**src/rtl/wb_resp_regfile.sv**
```systemverilog
// Wishbone responder register block: CTRL, DATA, CMD/STATUS and ID registers with a countdown job engine.
// Optional macro WB_RESP_STRICT_RO_EN: writes to the ID register return err_o instead of ack_o.
module wb_resp_regfile #(
   parameter int          ADDR_WIDTH  = 2,
   parameter int          DATA_WIDTH  = 8,
   parameter int          WAIT_STATES = 0,
   parameter logic [7:0]  ID_VALUE    = 8'hA5
) (
   input  logic                  clk_i,
   input  logic                  rst_i,
   input  logic                  cyc_i,
   input  logic                  stb_i,
   input  logic                  we_i,
   input  logic [ADDR_WIDTH-1:0] adr_i,
   input  logic [DATA_WIDTH-1:0] dat_i,
   output logic [DATA_WIDTH-1:0] dat_o,
   output logic                  ack_o,
   output logic                  irq_o
`ifdef WB_RESP_STRICT_RO_EN
   ,output logic                 err_o
`endif
);

   typedef enum logic [1:0] {S_IDLE, S_WAIT, S_ACK, S_HOLD} state_t;

   state_t          state_q, state_d;
   logic [3:0]      wcnt_q, wcnt_d;
   logic            commit;
   logic            req;
   logic            wr, rd, ro_err;
   logic [1:0]      a;

   logic            en_q, en_d, ie_q, ie_d;
   logic [7:0]      data_q, data_d;
   logic            bsy_q, bsy_d, don_q, don_d, errf_q, errf_d;
   logic [4:0]      cnt_q, cnt_d;
   logic [7:0]      dat_q, dat_d;
   logic            ack_q, irq_q, erro_q;

   assign req = cyc_i & stb_i;
   assign a   = adr_i[1:0];
   assign wr  = commit & we_i;
   assign rd  = commit & ~we_i;

`ifdef WB_RESP_STRICT_RO_EN
   assign ro_err = wr & (a == 2'd3);
   assign err_o  = erro_q;
`else
   assign ro_err = 1'b0;
`endif

   // Handshake: commit happens on the edge that moves the FSM into S_ACK
   always_comb begin
      state_d = state_q;
      wcnt_d  = wcnt_q;
      commit  = 1'b0;
      case (state_q)
         S_IDLE: begin
            if (req) begin
               if (WAIT_STATES == 0) begin
                  state_d = S_ACK;
                  commit  = 1'b1;
               end else begin
                  state_d = S_WAIT;
                  wcnt_d  = 4'(WAIT_STATES - 1);
               end
            end
         end
         S_WAIT: begin
            if (!req) begin
               state_d = S_IDLE;
            end else if (wcnt_q == 4'd0) begin
               state_d = S_ACK;
               commit  = 1'b1;
            end else begin
               wcnt_d = wcnt_q - 4'd1;
            end
         end
         S_ACK:  state_d = S_HOLD;
         S_HOLD: if (!stb_i) state_d = S_IDLE;
         default: state_d = S_IDLE;
      endcase
   end

   // Register file and job engine; a completing job's DON set overrides a STATUS-read clear
   always_comb begin
      en_d   = en_q;
      ie_d   = ie_q;
      data_d = data_q;
      bsy_d  = bsy_q;
      don_d  = don_q;
      errf_d = errf_q;
      cnt_d  = cnt_q;
      dat_d  = dat_q;

      if (rd && a == 2'd2) begin
         don_d  = 1'b0;
         errf_d = 1'b0;
      end

      if (bsy_q) begin
         if (cnt_q != 5'd0) begin
            cnt_d = cnt_q - 5'd1;
         end else begin
            bsy_d = 1'b0;
            don_d = 1'b1;
         end
      end

      if (wr) begin
         case (a)
            2'd0: begin
               en_d = dat_i[7];
               ie_d = dat_i[6];
               if (!dat_i[7] && bsy_q) begin
                  bsy_d = 1'b0;
                  cnt_d = 5'd0;
                  don_d = don_q;
               end
            end
            2'd1: data_d = dat_i;
            2'd2: begin
               if (en_q && !bsy_q) begin
                  bsy_d = 1'b1;
                  cnt_d = dat_i[4:0];
               end else begin
                  errf_d = 1'b1;
               end
            end
            default: ;
         endcase
      end

      if (rd) begin
         case (a)
            2'd0:    dat_d = {en_q, ie_q, 6'b0};
            2'd1:    dat_d = data_q;
            2'd2:    dat_d = {don_q, bsy_q, errf_q, cnt_q};
            default: dat_d = ID_VALUE;
         endcase
      end
   end

   always_ff @(posedge clk_i) begin
      if (rst_i) begin
         state_q <= S_IDLE;
         wcnt_q  <= 4'd0;
         en_q    <= 1'b0;
         ie_q    <= 1'b0;
         data_q  <= 8'd0;
         bsy_q   <= 1'b0;
         don_q   <= 1'b0;
         errf_q  <= 1'b0;
         cnt_q   <= 5'd0;
         dat_q   <= 8'd0;
         ack_q   <= 1'b0;
         irq_q   <= 1'b0;
         erro_q  <= 1'b0;
      end else begin
         state_q <= state_d;
         wcnt_q  <= wcnt_d;
         en_q    <= en_d;
         ie_q    <= ie_d;
         data_q  <= data_d;
         bsy_q   <= bsy_d;
         don_q   <= don_d;
         errf_q  <= errf_d;
         cnt_q   <= cnt_d;
         dat_q   <= dat_d;
         ack_q   <= commit & ~ro_err;
         irq_q   <= don_q & ie_q;
         erro_q  <= ro_err;
      end
   end

   assign dat_o = dat_q;
   assign ack_o = ack_q;
   assign irq_o = irq_q;

endmodule

```
**config.mk**
```make
export PLATFORM = sky130hd
export DESIGN_NAME = wb_resp_regfile
export DESIGN_NICKNAME = d
export VERILOG_FILES = /design/src/rtl/wb_resp_regfile.sv
export SDC_FILE = /design/constraint.sdc
export NUM_CORES = 1
export LEC_CHECK = 0
export ABC_CLOCK_PERIOD_IN_PS = 2210
export BUFFER_PORTS_ARGS = -buffer_cell sky130_fd_sc_hd__buf_2
export CORE_MARGIN = 2
export CORE_UTILIZATION = 55
export CTS_BUF_LIST = sky130_fd_sc_hd__clkbuf_8 sky130_fd_sc_hd__clkbuf_16
export DETAILED_ROUTE_END_ITERATION = 10
export PLACE_DENSITY = 0.77
export SLEW_MARGIN = 20
export SYNTH_ARGS = -nofsm -noshare
export SYNTH_HDL_FRONTEND = slang
export SYNTH_SLANG_ARGS = --single-unit
```
**constraint.sdc**
```tcl
create_clock -name clk_i -period 2.21 [get_ports clk_i]
set_input_delay 0.3315 -clock clk_i [delete_from_list [all_inputs] [get_ports clk_i]]
set_output_delay 0.3315 -clock clk_i [all_outputs]
set_load 0.02 [all_outputs]
```
# [Yosys cells after proc, flatten, opt, wreduce, memory -nomap -nowiden]
# Index checks and enable logic that the tools add are counted.
[op_classes] n_addsub=2 multipliers=0 n_div=0 n_lt_le_gt_ge=0 n_eq_ne=9 n_shift=0 n_mux=32 bitwise=6 reduce_logical=13
[ops] op="5-bit 2-to-1 mux" count=5
[ops] op="8-bit one-hot mux with 3 select lines" count=1
[ops] op="1-bit 2-to-1 mux" count=18
[ops] op="5-bit one-hot mux with 2 select lines" count=1
[ops] op="2-bit 2-to-1 mux" count=4
[ops] op="2-bit one-hot mux with 4 select lines" count=1
[ops] op="2-bit == test, second input constant" count=3
[ops] op="3-bit inequality test, second input constant" count=2
[ops] op="3-bit AND reduction" count=2
[ops] op="5-bit nonzero test" count=1
[ops] op="5-bit by 1-bit subtractor with 5-bit output, second input constant" count=1
[ops] op="1-bit bitwise AND" count=4
[ops] op="2-bit by 1-bit == test with 1-bit output, second input constant" count=2
[ops] op="2-bit logical NOT" count=2
[ops] op="4-bit logical NOT" count=1
[ops] op="2-bit inequality test, second input constant" count=2
[ops] op="1-bit one-hot mux with 2 select lines" count=2
[ops] op="2-bit AND reduction" count=2
[ops] op="4-bit by 1-bit subtractor with 4-bit output, second input constant" count=1
[ops] op="1-bit logical AND" count=3
[ops] op="1-bit logical NOT" count=2
[ops] op="1-bit inverter" count=2
[word_totals] regBits=34 latchBits=0 mem_bits_rw=0 romBits=0 inputBits=15 out_inout_bits=10 word_cells=74 memories=0

# [Logic depth before layout (Yosys ltp)]
[depth] depth_word=12 mapped_depth=8 depth_no_buf=6

# [Least setup slack after synthesis]
# Ideal clock, no wire load.
[synth_timing] path_type="flip-flop to flip-flop" startpoint="reg wcnt_q[0]" endpoint="reg data_q[0]" setup_ns=0.128 arrival_ns=1.848 required_time_ns=2.082 slack_ns=0.235 stages_incl_launch_ff=7 path_buffers=0 period_less_slack_ns=1.975 path_cell_list="dfxtp_1 inv_1 ha_1 or3b_4 a2111oi_4 mux2i_1 nor2_1"
[synth_via] elab_chain_len=6
[synth_lines] item="start: declaration" line="27" text="logic [3:0] wcnt_q, wcnt_d;"
[synth_lines] item="start signal: assignment" line="161" text="wcnt_q <= wcnt_d;"
[synth_lines] item="4-bit logical NOT" line="72" text="end else if (wcnt_q == 4'd0) begin"
[synth_lines] item="1-bit 2-to-1 mux" line="72"
[synth_lines] item="1-bit 2-to-1 mux" line="70" text="if (!req) begin"
[synth_lines] item="1-bit one-hot mux with 2 select lines" line="57" text="case (state_q)"
[synth_lines] item="1-bit bitwise AND" line="42" text="assign wr = commit & we_i;"
[synth_lines] item="2-bit AND reduction (no source line)"
[synth_lines] item="end signal: assignment" line="164" text="data_q <= data_d;"
[synth_lines] item="end: declaration" line="34" text="logic [7:0] data_q, data_d;"
# No other way between the ends.
# A chain may end at the register's enable or synchronous reset.

# [Worst setup path in the final report]
[layout_timing] startpoint="reg wcnt_q[0]" endpoint="reg data_q[4]"
# The elaborated chain is that of the path after synthesis.

==> out/metrics.csv <==
metric,value,unit
Initial Util,0.583,
final setup violation count,0,
Worst Hold End,data_q[5],
P_sw,0.292,mW
first drt pass iteration count,4,
die height,58.3,um
GPL Wtd Cong,0.872,
Num Clock Sinks,34,
RSZ-0062 raised after global routing,no,
P&R area growth vs syn,15.4,%
vias in the first global route,1249,
port bufs,24,
clock share of power,0.423,
Worst EP arrival,2190,ps
Cells after Synth,181,
"area leader, netlist",dfxtp_1,
Int Power,0.976,mW
Worst Hold Class,primary input to flop,
ant diodes,0,
Synth cell types,45,
core region area,2780,sq um
P_leak,0.690,nW
prevailing post-synth register cell,dfxtp_1,
Top delay family on crit path,simple AND/OR/NAND/NOR gates,
hold wc startpoint,dat_i[5],
Logic pwr share,0.077,
fmax,494,MHz
CTS buffer count,5,
Max rail drop VDD,0.662,mV
drt drc,0,
initial antenna violation count,0,
Critical R2R Capture,data_q[4],
CTS root buf,clkbuf_8,
Worst Path Buf+Inv,2,
Hold Fails Final Rpt,0,
DIE AREA,3400,sq um
skew final,2.42,ps
synth warn,0,
synthesis-stage register bit count,34,
min Tclk post-route,2020,ps
Slew Limit Headroom,0.613,
RR Startpoint,wcnt_q[0],
crit share post-route,0.915,
synthesized net count,199,
Synth top area share,0.420,
global-route wire length before repair,5930,um
setup repair bufs after CTS,0,
Clock Tree Buf Depth,2,
grt ovf,0,
CTS tree,built,
worst setup path start,wcnt_q[0],
Worst-Margin Slew,580,ps
setup_tns,0,ps
Sw Ratio,0.231,
"Cell Area, Synth",1620,sq um
Post-synth ARST share,0,
"EDFF count, synth",0,
H-tree depth,2,
critical-path cell list,"inv_1, ha_1, or3b_4, a2111oi_4, buf_4, mux2i_1, nor2_1",
Synth top cells by count,"34 x dfxtp_1, 25 x nor2_1, 14 x nand2_1, 11 x a21oi_1, 11 x mux2i_1",
Worst R2R Path Depth,7,
pwr dens,678,nW/um^2
IO Count,25,
"antenna viol nets, final",0,
DP Area,1760,sq um
fin area,1870,sq um
Worst Setup End Kind,flop,
"CTS clk-pin slew, worst paths",70,ps
Seq pwr share,0.501,
outcome,finished clean,
DR WL/cell,15.2,um
Hold Path Stages,3,
peak fanout along the critical path,11,
clk_lat worst skew,290,ps
Die Width,58.3,um
post-CTS sizing,0,
final WL,3590,um
Max-Cap Viols,0,
Worst Setup Start Kind,flop,
synthesized area per cell,8.95,sq um
row count,19,
Vias,1372,
First DRT Iteration DRCs,49,
Area contributors post-synth,"dfxtp_1 42%, mux2i_1 6.8%, nor2_1 5.8%, a21oi_1 3.4%, nand2_1 3.2%",
"count leader, synth",dfxtp_1,
Critical Path RT,2370,ps
vias per inst,5.79,
Nets,223,
Worst R2R Setup Slack,190,ps
DP HPWL,2540,um
"Seq/Total Area, Yosys",0.420,
Total Routing Usage GR,0.239,
hold_buf cts,0,
layout cell share with drive strength beyond 1,0.204,
largest net degree at the start of global routing,35,
CP max-delay cell,or3b_4,
"Slew Viols, Final",0,
CP Class,flop to flop,
CP max stage delay,470,ps
-- worst max-delay path by stage --
| stage | endpoint | slack, ps | cells past startpoint |
|---|---|---|---|
| finish | data_q[4] | 190 | 7 |
| global placement | data_q[1] | 250 | 7 |
| floorplan | data_q[0] | 230 | 6 |
| global route | data_q[4] | 10 | 7 |
| CTS | data_q[2] | 180 | 7 |
| detailed placement | data_q[6] | 190 | 7 |
-- per-layer routing --
layer | up-vias | global-route usage | part of all wire
li1 | 691 | - | -
met1 | 633 | 0.307 | 0.45
met2 | 40 | 0.368 | 0.46
met3 | 8 | 0.0737 | 0.067
met4 | 0 | 0.110 | 0.024
met5 | - | 0 | 0
-- tightest hold or removal path: cells and delay by family --
family | cells | cell delay [ps]
buffers and inverters | 1 | 70
multiplexers | 1 | 50
AND/OR/NAND/NOR | 1 | 70
-- cell type report --
| cell class | count | area (sq um) |
|---|---|---|
| clock buffer | 8 | 110 |
| fill | 229 | 912 |
| multi-input combinational | 129 | 867 |
| timing repair buffer | 27 | 143 |
| tap | 31 | 38.8 |
| inverter | 8 | 30.0 |
| sequential | 34 | 681 |
-- placed cells by master (no fill, tap or decap), types with 2 or more instances in the layout --
| cell type | instances |
|---|---|
| nand4_1 | 2 |
| dfxtp_1 | 34 |
| nor2b_1 | 5 |
| buf_4 | 3 |
| ha_1 | 3 |
| a31oi_1 | 4 |
| buf_2 | 24 |
| a211oi_1 | 5 |
| a21oi_1 | 11 |
| mux2i_1 | 11 |
| inv_1 | 8 |
| nor3_1 | 3 |
| a22oi_1 | 3 |
| nand3_1 | 2 |
| xnor2_1 | 2 |
| nand2b_1 | 2 |
| xor2_1 | 3 |
| a311oi_1 | 4 |
| nand2_1 | 14 |
| o211ai_1 | 2 |
| and3b_1 | 2 |
| o21ai_0 | 6 |
| clkbuf_8 | 8 |
| nor2_1 | 25 |
-- cell families after synthesis --
| group | share of synthesized area |
|---|---|
| mux | 0.0749 |
| buf+inv | 0.0448 |
| flops | 0.420 |
| xor+xnor | 0.0270 |
| simple gates | 0.210 |
| fa+ha+maj | 0.0232 |
| compound gates | 0.200 |
-- state kept, by name, indices dropped and copies added (netlist names) --
name and count:
errf_q 1, dat_o 8, irq_o 1, cnt_q 5
en_q 1, wcnt_q 4, state_q 2, data_q 8
ack_o 1, don_q 1, ie_q 1, bsy_q 1
-- metrics by stage --
stage | setup slack, ps | instances | hold WS (ps) | util | power (mW)
floorplan | 235 | 181 | 423 | - | 0.709
global placement | 248 | 229 | 452 | 0.632 | 0.741
detailed placement | 191 | 229 | 453 | 0.632 | 0.745
CTS | 180 | 237 | 277 | 0.672 | 1.27
global route | 12.6 | 237 | 296 | 0.672 | 1.31
finish | 187 | 237 | 271 | 0.672 | 1.27
-- power by group through the flow --
stage | registers [mW] | clock network (mW) | logic (mW)
floorplan | 0.655 | 0 | 0.0546
global placement | 0.648 | 0 | 0.0935
detailed placement | 0.648 | 0 | 0.0970
CTS | 0.635 | 0.541 | 0.0977
global route | 0.636 | 0.567 | 0.106
finish | 0.635 | 0.536 | 0.0971
No activity file was read; power rests on OpenSTA's default activity.
